===== config.mk =====
export PLATFORM = sky130hd
export DESIGN_NAME = fcvt_fp2int_flat
export DESIGN_NICKNAME = d
export VERILOG_FILES = /design/src/rtl/fcvt_fp2int_if.sv /design/src/rtl/fcvt_fp2int.sv /design/src/flat_wrapper.sv
export SDC_FILE = /design/constraint.sdc
export NUM_CORES = 1
export LEC_CHECK = 0
export ABC_AREA = 1
export BUFFER_PORTS_ARGS = -buffer_cell sky130_fd_sc_hd__buf_2
export CORE_ASPECT_RATIO = 0.6
export CORE_UTILIZATION = 55
export CTS_CLUSTER_SIZE = 16
export DETAILED_ROUTE_END_ITERATION = 6
export PLACE_DENSITY = 0.75
export SYNTH_ARGS = -nofsm -noshare
export SYNTH_HDL_FRONTEND = slang
export SYNTH_SLANG_ARGS = --single-unit
export TNS_END_PERCENT = 100

===== constraint.sdc =====
create_clock -name clk -period 6.2 [get_ports clk]
set_input_delay 0.31 -clock clk [delete_from_list [all_inputs] [get_ports clk]]
set_output_delay 0.31 -clock clk [all_outputs]
set_load 0.01 [all_outputs]

===== src/rtl/fcvt_fp2int_if.sv =====
// fcvt_fp2int_if: operand/result handshake bundle for the
// float-to-integer converter.
interface fcvt_fp2int_if #(
    parameter int BUS_WIDTH = 64
);
    logic                 in_valid;
    logic                 in_ready;
    logic [BUS_WIDTH-1:0] in_op;
    logic [2:0]           in_rm;
    logic                 in_word;
    logic                 in_unsigned;
    logic                 out_valid;
    logic                 out_ready;
    logic [63:0]          out_result;
    logic                 out_nv;
    logic                 out_nx;

    modport slave (
        input  in_valid, in_op, in_rm, in_word, in_unsigned, out_ready,
        output in_ready, out_valid, out_result, out_nv, out_nx
    );

    modport master (
        output in_valid, in_op, in_rm, in_word, in_unsigned, out_ready,
        input  in_ready, out_valid, out_result, out_nv, out_nx
    );
endinterface


===== src/rtl/fcvt_fp2int.sv =====
// fcvt_fp2int: iterative FCVT.W/WU/L/LU from single or double.
// One alignment bit per cycle, RISC-V rounding and saturation.
module fcvt_fp2int #(
    parameter int BUS_WIDTH = 64
) (
    input logic          clk,
    input logic          rst,
    fcvt_fp2int_if.slave bus
);
    localparam int EXP_W  = (BUS_WIDTH == 64) ? 11 : 8;
    localparam int MANT_W = (BUS_WIDTH == 64) ? 52 : 23;
    localparam int BIAS   = (BUS_WIDTH == 64) ? 1023 : 127;
    localparam int CW     = 7;

    typedef enum logic [1:0] {IDLE, SHIFT, ROUND, DONE} state_e;

    state_e        state_q, state_d;
    logic          sign_q, sign_d, word_q, word_d, uns_q, uns_d;
    logic          left_q, left_d, g_q, g_d, s_q, s_d;
    logic          nv_q, nv_d, nx_q, nx_d;
    logic [2:0]    rm_q, rm_d;
    logic [CW-1:0] cnt_q, cnt_d;
    logic [63:0]   mag_q, mag_d, res_q, res_d;

    logic [EXP_W-1:0]  exp_f, exp_eff;
    logic [MANT_W-1:0] man_f;
    logic              op_sign, hidden, is_nan, is_inf, is_zero;
    logic signed [13:0] e_s, rdist, ldist;

    assign op_sign = bus.in_op[BUS_WIDTH-1];
    assign exp_f   = bus.in_op[BUS_WIDTH-2 -: EXP_W];
    assign man_f   = bus.in_op[MANT_W-1:0];
    assign hidden  = |exp_f;
    assign is_nan  = (&exp_f) & (|man_f);
    assign is_inf  = (&exp_f) & ~(|man_f);
    assign is_zero = ~hidden & ~(|man_f);
    // subnormals share the exponent of the smallest normal
    assign exp_eff = hidden ? exp_f : EXP_W'(1);
    assign e_s     = $signed(14'(exp_eff)) - $signed(14'(BIAS));
    assign rdist   = $signed(14'(MANT_W)) - e_s;
    assign ldist   = e_s - $signed(14'(MANT_W));

    function automatic logic [63:0] sat(input logic neg, input logic word,
                                        input logic uns);
        logic [63:0] v;
        if (uns)       v = neg ? 64'd0 : '1;
        else if (word) v = neg ? 64'hFFFF_FFFF_8000_0000 : 64'h0000_0000_7FFF_FFFF;
        else           v = neg ? 64'h8000_0000_0000_0000 : 64'h7FFF_FFFF_FFFF_FFFF;
        return v;
    endfunction

    logic        inc, ovf;
    logic [64:0] rnd, lim;
    logic [63:0] sval, rres;

    always_comb begin
        unique case (rm_q)
            3'b000:  inc = g_q & (s_q | mag_q[0]);
            3'b010:  inc = sign_q & (g_q | s_q);
            3'b011:  inc = ~sign_q & (g_q | s_q);
            3'b100:  inc = g_q;
            default: inc = 1'b0;
        endcase
        rnd = {1'b0, mag_q} + 65'(inc);
        if (uns_q)       lim = word_q ? 65'h0_FFFF_FFFF : 65'h0_FFFF_FFFF_FFFF_FFFF;
        else if (word_q) lim = sign_q ? 65'h0_8000_0000 : 65'h0_7FFF_FFFF;
        else             lim = sign_q ? 65'h0_8000_0000_0000_0000 : 65'h0_7FFF_FFFF_FFFF_FFFF;
        ovf  = (sign_q & uns_q) ? (|rnd) : (rnd > lim);
        sval = sign_q ? -rnd[63:0] : rnd[63:0];
        rres = word_q ? {{32{sval[31]}}, sval[31:0]} : sval;
    end

    always_comb begin
        state_d = state_q;
        sign_d  = sign_q;
        word_d  = word_q;
        uns_d   = uns_q;
        left_d  = left_q;
        g_d     = g_q;
        s_d     = s_q;
        nv_d    = nv_q;
        nx_d    = nx_q;
        rm_d    = rm_q;
        cnt_d   = cnt_q;
        mag_d   = mag_q;
        res_d   = res_q;
        unique case (state_q)
            IDLE: if (bus.in_valid) begin
                sign_d = op_sign;
                word_d = bus.in_word;
                uns_d  = bus.in_unsigned;
                rm_d   = bus.in_rm;
                g_d    = 1'b0;
                s_d    = 1'b0;
                nv_d   = 1'b0;
                nx_d   = 1'b0;
                mag_d  = 64'({hidden, man_f});
                if (is_nan) begin
                    res_d   = sat(1'b0, bus.in_word, bus.in_unsigned);
                    nv_d    = 1'b1;
                    state_d = DONE;
                end else if (is_inf || e_s >= 14'sd64) begin
                    res_d   = sat(op_sign, bus.in_word, bus.in_unsigned);
                    nv_d    = 1'b1;
                    state_d = DONE;
                end else if (is_zero) begin
                    res_d   = '0;
                    state_d = DONE;
                end else if (ldist > 14'sd0) begin
                    left_d  = 1'b1;
                    cnt_d   = CW'(ldist);
                    state_d = SHIFT;
                end else begin
                    left_d  = 1'b0;
                    cnt_d   = (rdist > $signed(14'(MANT_W + 2))) ? CW'(MANT_W + 2) : CW'(rdist);
                    state_d = (rdist == 14'sd0) ? ROUND : SHIFT;
                end
            end
            SHIFT: begin
                cnt_d = cnt_q - CW'(1);
                if (left_q) begin
                    mag_d = mag_q << 1;
                end else begin
                    mag_d = mag_q >> 1;
                    g_d   = mag_q[0];
                    s_d   = s_q | g_q;
                end
                if (cnt_q == CW'(1)) state_d = ROUND;
            end
            ROUND: begin
                res_d   = ovf ? sat(sign_q, word_q, uns_q) : rres;
                nv_d    = ovf;
                nx_d    = ~ovf & (g_q | s_q);
                state_d = DONE;
            end
            DONE: if (bus.out_ready) state_d = IDLE;
            default: state_d = IDLE;
        endcase
    end

    always_ff @(posedge clk) begin
        if (rst) begin
            state_q <= IDLE;
            sign_q  <= 1'b0;
            word_q  <= 1'b0;
            uns_q   <= 1'b0;
            left_q  <= 1'b0;
            g_q     <= 1'b0;
            s_q     <= 1'b0;
            nv_q    <= 1'b0;
            nx_q    <= 1'b0;
            rm_q    <= '0;
            cnt_q   <= '0;
            mag_q   <= '0;
            res_q   <= '0;
        end else begin
            state_q <= state_d;
            sign_q  <= sign_d;
            word_q  <= word_d;
            uns_q   <= uns_d;
            left_q  <= left_d;
            g_q     <= g_d;
            s_q     <= s_d;
            nv_q    <= nv_d;
            nx_q    <= nx_d;
            rm_q    <= rm_d;
            cnt_q   <= cnt_d;
            mag_q   <= mag_d;
            res_q   <= res_d;
        end
    end

    assign bus.in_ready   = (state_q == IDLE);
    assign bus.out_valid  = (state_q == DONE);
    assign bus.out_result = res_q;
    assign bus.out_nv     = nv_q;
    assign bus.out_nx     = nx_q;
endmodule


===== src/flat_wrapper.sv =====
// flat-port wrapper written by rule: the top's interface ports become plain ports
module fcvt_fp2int_flat 
#(
    parameter int BUS_WIDTH = 64
)
  (clk, rst, bus_in_valid, bus_in_op, bus_in_rm, bus_in_word, bus_in_unsigned, bus_out_ready, bus_in_ready, bus_out_valid, bus_out_result, bus_out_nv, bus_out_nx);
  fcvt_fp2int_if #(.BUS_WIDTH(BUS_WIDTH)) bus_i ();
  input logic clk;
  input logic rst;
  input wire logic [$bits(bus_i.in_valid)-1:0] bus_in_valid;
  input wire logic [$bits(bus_i.in_op)-1:0] bus_in_op;
  input wire logic [$bits(bus_i.in_rm)-1:0] bus_in_rm;
  input wire logic [$bits(bus_i.in_word)-1:0] bus_in_word;
  input wire logic [$bits(bus_i.in_unsigned)-1:0] bus_in_unsigned;
  input wire logic [$bits(bus_i.out_ready)-1:0] bus_out_ready;
  output wire logic [$bits(bus_i.in_ready)-1:0] bus_in_ready;
  output wire logic [$bits(bus_i.out_valid)-1:0] bus_out_valid;
  output wire logic [$bits(bus_i.out_result)-1:0] bus_out_result;
  output wire logic [$bits(bus_i.out_nv)-1:0] bus_out_nv;
  output wire logic [$bits(bus_i.out_nx)-1:0] bus_out_nx;
  assign bus_i.in_valid = bus_in_valid;
  assign bus_i.in_op = bus_in_op;
  assign bus_i.in_rm = bus_in_rm;
  assign bus_i.in_word = bus_in_word;
  assign bus_i.in_unsigned = bus_in_unsigned;
  assign bus_i.out_ready = bus_out_ready;
  assign bus_in_ready = bus_i.in_ready;
  assign bus_out_valid = bus_i.out_valid;
  assign bus_out_result = bus_i.out_result;
  assign bus_out_nv = bus_i.out_nv;
  assign bus_out_nx = bus_i.out_nx;
  fcvt_fp2int #(.BUS_WIDTH(BUS_WIDTH)) u_core (.clk(clk), .rst(rst), .bus(bus_i));
endmodule

==> results list <==
- By instance count, the cell type seen most on the critical path is sky130_fd_sc_hd__nand2_1.
- Area growth from synthesis to layout: 9.835%
- Slew at the pin closest to its max-slew limit: 1356 ps
- After Yosys synthesis, full adders, half adders and majority gates account for 6.416% of the synthesized area.
- VDD IR max: 0.6199 mV
* Worst Hold End: u_core.rm_q[0]$_SDFFE_PP0P_
* CTS H-tree depth: 4
- Y dimension of the die: 129.2 µm
* Vias per cell: 5.822
- The wire-length estimate of the detail-placed layout is roughly 44000 µm.
- The worst pin sits at a relative slew slack of about a tenth.
* Dominant register cell in the synthesized netlist: sky130_fd_sc_hd__dfxtp_1
- Worst reg2reg path endpoint: u_core.bus.out_result[17]$_SDFFE_PP0P_
- The number of endpoints with negative hold slack in the final report was 0.
* Die outline area: 0.02763 mm²
- In this run the mean area of a mapped cell was ~5.7 µm².
* Number of antenna violations at the first check in global routing: 2
- Core box area: between 0.02 and 0.03 mm²
* Maximum fanout encountered on the critical timing path: 31
* Max-cap violations: 0
- Netlist area before placement: about 0.015 mm²
- Placed cell count: around 3000
- Worst clock skew on the final layout: 10.06 ps
- The worst hold path belongs to the class in2reg.
* Number of enable flip-flop cells after synthesis: 0
* Sequential area share after synthesis: between 10% and 20%
- In the final layout, the share of cells above drive strength 1 is around a tenth.
* Post-route met1 wirelength: 24590 µm
- The routed design uses between 7000 and 8000 µm of met3 wire.
* Kind of end point of the critical path: register
- Counting flops with an async set or reset pin after synthesis yields a share of 0%.
- The first detailed-routing pass took 6 iterations.
* Run status: complete, no violations
- CTS tree: yes
- Final wirelength: approximately 55000 µm
* Largest stage delay on the critical path: approximately 420 ps
- The worst hold path begins at bus_in_rm[0].
* FF-to-FF Start: u_core.g_q$_SDFFE_PP0P_
- Dominant combinational cell family by area after synthesis: simple AND/OR/NAND/NOR gates
* Standby leakage power: 8.309 nW
- Worst setup path category: reg2reg
- Setup repair after global routing left no endpoint under its margin.
* Number of sinks handled by clock tree synthesis: 148
- Summed over all layers, the global routing overflow is 0.
- The congestion estimate from routability-driven global placement came to 1.101.
* Cell depth of the worst min-delay path: 3
* Number of port buffers: between 100 and 150
* Antenna viol nets, final: 0
* Nets@finish: 2814
- The first global-routing pass estimated about 84000 µm of wire.
* Data arrival time at the worst-slack endpoint: slightly above 6000 ps
* Number of global-route vias before repair: 15519
- Placed Instance Area: 0.01565 mm²
- In the synthesized netlist, mux cells make up 0% of the area.
- Synthesized-area fraction occupied by ao, oa, aoi and oai cells: 17.88%
- Setup violations remaining at the end of the flow were counted as 0.
- XOR/XNOR Fraction of Synth Area: under 10%
* Post-Layout Cell Count: 3038
- Vias: 17687
- The Yosys step of the flow raised 0 warnings.
* Total negative setup slack: 0 ps
* Width of the chip: between 200 and 250 µm
- CTS Buffer Depth: 2
- Required time of the critical path: around 6500 ps
- Final core utilization: roughly 60%
* Standard cell with the maximum stage delay on the critical path: sky130_fd_sc_hd__ha_2
- Based on the critical path, the design can be clocked at up to around 170 MHz.
- Area share of and/or/nand/nor cells after synthesis: roughly two fifths
* #FFs+latches synth: 148
- Count of unresolved DRC violations after routing: 0
- After the first detailed-routing iteration, the DRC count stood at 2271.
- Row count: 46
- Total routing usage reported by global routing: between 30% and 40%
- Dividing the detail-routed wire length by the instance count gives roughly 18 µm.
- Mapped Cells: ~2600
- Number of diodes added for antenna fixing: 0
* Total power per unit cell area: 432.5 mW/mm²
* Crit path max-delay family: simple AND/OR/NAND/NOR gates
- For the worst-skew pair, the clock arrives at the later sink with an insertion delay of 450 ps.
* Number of cells on the worst reg-to-reg path: 32
- Internal reg-to-reg setup slack: about 370 ps
* Largest net degree at the start of global routing: 95
- Clock tree root buffer cell: sky130_fd_sc_hd__clkbuf_16
- DR top layer: met4
- Post-synthesis net count: ~2700
* Final design instance area without fill: between 0.015 and 0.02 mm²
- Buf+Inv Stages, Crit Path: 3
- During I/O placement, the number of pins put on the boundary was around 140.
- The max-slew violation count came to 0.
- Startpoint types: register
- Cell variety after synth: 57
* TritonCTS buffer count: 17
- The routed design could run at a clock period as short as 5829 ps.
- For this configuration, the core starts out at a cell density of between 50 and 60%.
* Clock slew seen by the registers of the worst setup and hold paths: 70 ps
- Final clock period utilization by the worst path: around 94%
* Met2 wirelength from detailed routing: 22190 µm
[how the worst max path moves through the flow]
stage,start,to,depth (start not counted)
after global placement,u_core.g_q$_SDFFE_PP0P_,u_core.bus.out_result[33]$_SDFFE_PP0P_,31
after CTS,u_core.g_q$_SDFFE_PP0P_,u_core.bus.out_result[52]$_SDFFE_PP0P_,31
after global routing,u_core.g_q$_SDFFE_PP0P_,u_core.bus.out_result[6]$_SDFFE_PP0P_,32
final,u_core.g_q$_SDFFE_PP0P_,u_core.bus.out_result[17]$_SDFFE_PP0P_,32
after detailed placement,u_core.g_q$_SDFFE_PP0P_,u_core.bus.out_result[6]$_SDFFE_PP0P_,31
after floorplan,u_core.sign_q$_SDFFE_PP0P_,u_core.bus.out_result[38]$_SDFFE_PP0P_,34
[area by class of cell]
class	instances	area [µm²]
inverters	297	1115
flip-flops and latches	148	2964
fillers	2606	10140
well taps	360	450.4
repair buffers	172	957.2
multi-input cells	2029	10220
clock inverters	13	125.1
clock buffers	19	442.9
[placed cells by master, fill, tap and decap left out, drive strengths merged, types with 63 or more instances in the layout]
| master | n |
|---|---|
| o21ai | 224 |
| nand2 | 804 |
| nand4 | 63 |
| nor2 | 308 |
| ha | 76 |
| buf | 172 |
| inv | 295 |
| a21oi | 167 |
| nand3 | 178 |
| dfxtp | 148 |
[metrics by stage]
step	setup WS (ps)	hold slack [ps]	total power, mW
after CTS	35.94	102.7	6.870
after global routing	39.04	137.1	7.588
after global placement	38.00	454.7	5.727
final	371.2	110.7	7.041
after detailed placement	-28.44	462.2	5.819
after floorplan	1205	464.9	4.626
[kinds of logic (layout without fill, tap and decap cells)]
logic type,after synthesis,in the layout
xor gates and xnor gates,50,50
DFF,148,148
and+or+nand+nor,1429,1429
adders and majority gates,76,76
AOI/OAI and AO/OA,474,474
buffers and inverters,401,501
[worst reg2reg max path: cells and delay by family (launching register included)]
kind	cells	cell delay, ps
adders and majority gates	3	960
AOI/OAI and AO/OA	3	440
and+or+nand+nor	23	3430
DFF	1	370
buffers and inverters	3	510
[cells in the mapped netlist, types with 12 or more instances]
| library cell | n | area, µm² |
|---|---|---|
| sky130_fd_sc_hd__nand2_1 | 793 | 2977 |
| sky130_fd_sc_hd__nor2_1 | 291 | 1092 |
| sky130_fd_sc_hd__inv_1 | 288 | 1081 |
| sky130_fd_sc_hd__o21ai_0 | 202 | 1011 |
| sky130_fd_sc_hd__nand3_1 | 175 | 875.8 |
| sky130_fd_sc_hd__dfxtp_1 | 148 | 2963 |
| sky130_fd_sc_hd__a21oi_1 | 145 | 725.7 |
| sky130_fd_sc_hd__ha_1 | 76 | 950.9 |
| sky130_fd_sc_hd__nand4_1 | 62 | 387.9 |
| sky130_fd_sc_hd__clkbuf_1 | 60 | 225.2 |
| sky130_fd_sc_hd__xor2_1 | 44 | 385.4 |
| sky130_fd_sc_hd__o22ai_1 | 32 | 200.2 |
| sky130_fd_sc_hd__nand3b_1 | 31 | 232.7 |
| sky130_fd_sc_hd__a21oi_2 | 22 | 192.7 |
| sky130_fd_sc_hd__o21ai_1 | 22 | 110.1 |
| sky130_fd_sc_hd__nor3_1 | 15 | 75.07 |
| sky130_fd_sc_hd__nor4_1 | 14 | 87.58 |
| sky130_fd_sc_hd__buf_6 | 13 | 146.4 |
| sky130_fd_sc_hd__buf_2 | 12 | 60.06 |
| sky130_fd_sc_hd__o221ai_1 | 12 | 105.1 |
[timing repair]
action                                  4_1_cts  5_1_grt
setup buffers                                 0        2
pin swaps                                     0        1
hold buffers                                  0        0
hold endpoints to repair                      0        0
resized for setup                             1       10
endpoints found under the setup margin       20       65
[per-layer routing]
metal	GRT usage, %	vias up
li1	-	8644
met1	54.75	8058
met2	57.22	923
met3	12.89	62
met4	9.691	0
met5	0	-
[state kept, by name (all words and copies together), names as in the netlist, 2 cells and up]
name	flops
u_core.state_q	2
u_core.cnt_q	7
u_core.rm_q	3
u_core.mag_q	64
u_core.bus.out_result	64
[where the power goes]
| group | internal [mW] | switching, mW | total, mW |
|---|---|---|---|
| clock network | 0.567 | 0.456 | 1.02 |
| registers | 1.25 | 0.266 | 1.51 |
| logic | 1.40 | 3.11 | 4.51 |
| total | 3.21 | 3.83 | 7.04 |
Note: power is estimated with default switching activity, not from simulation.
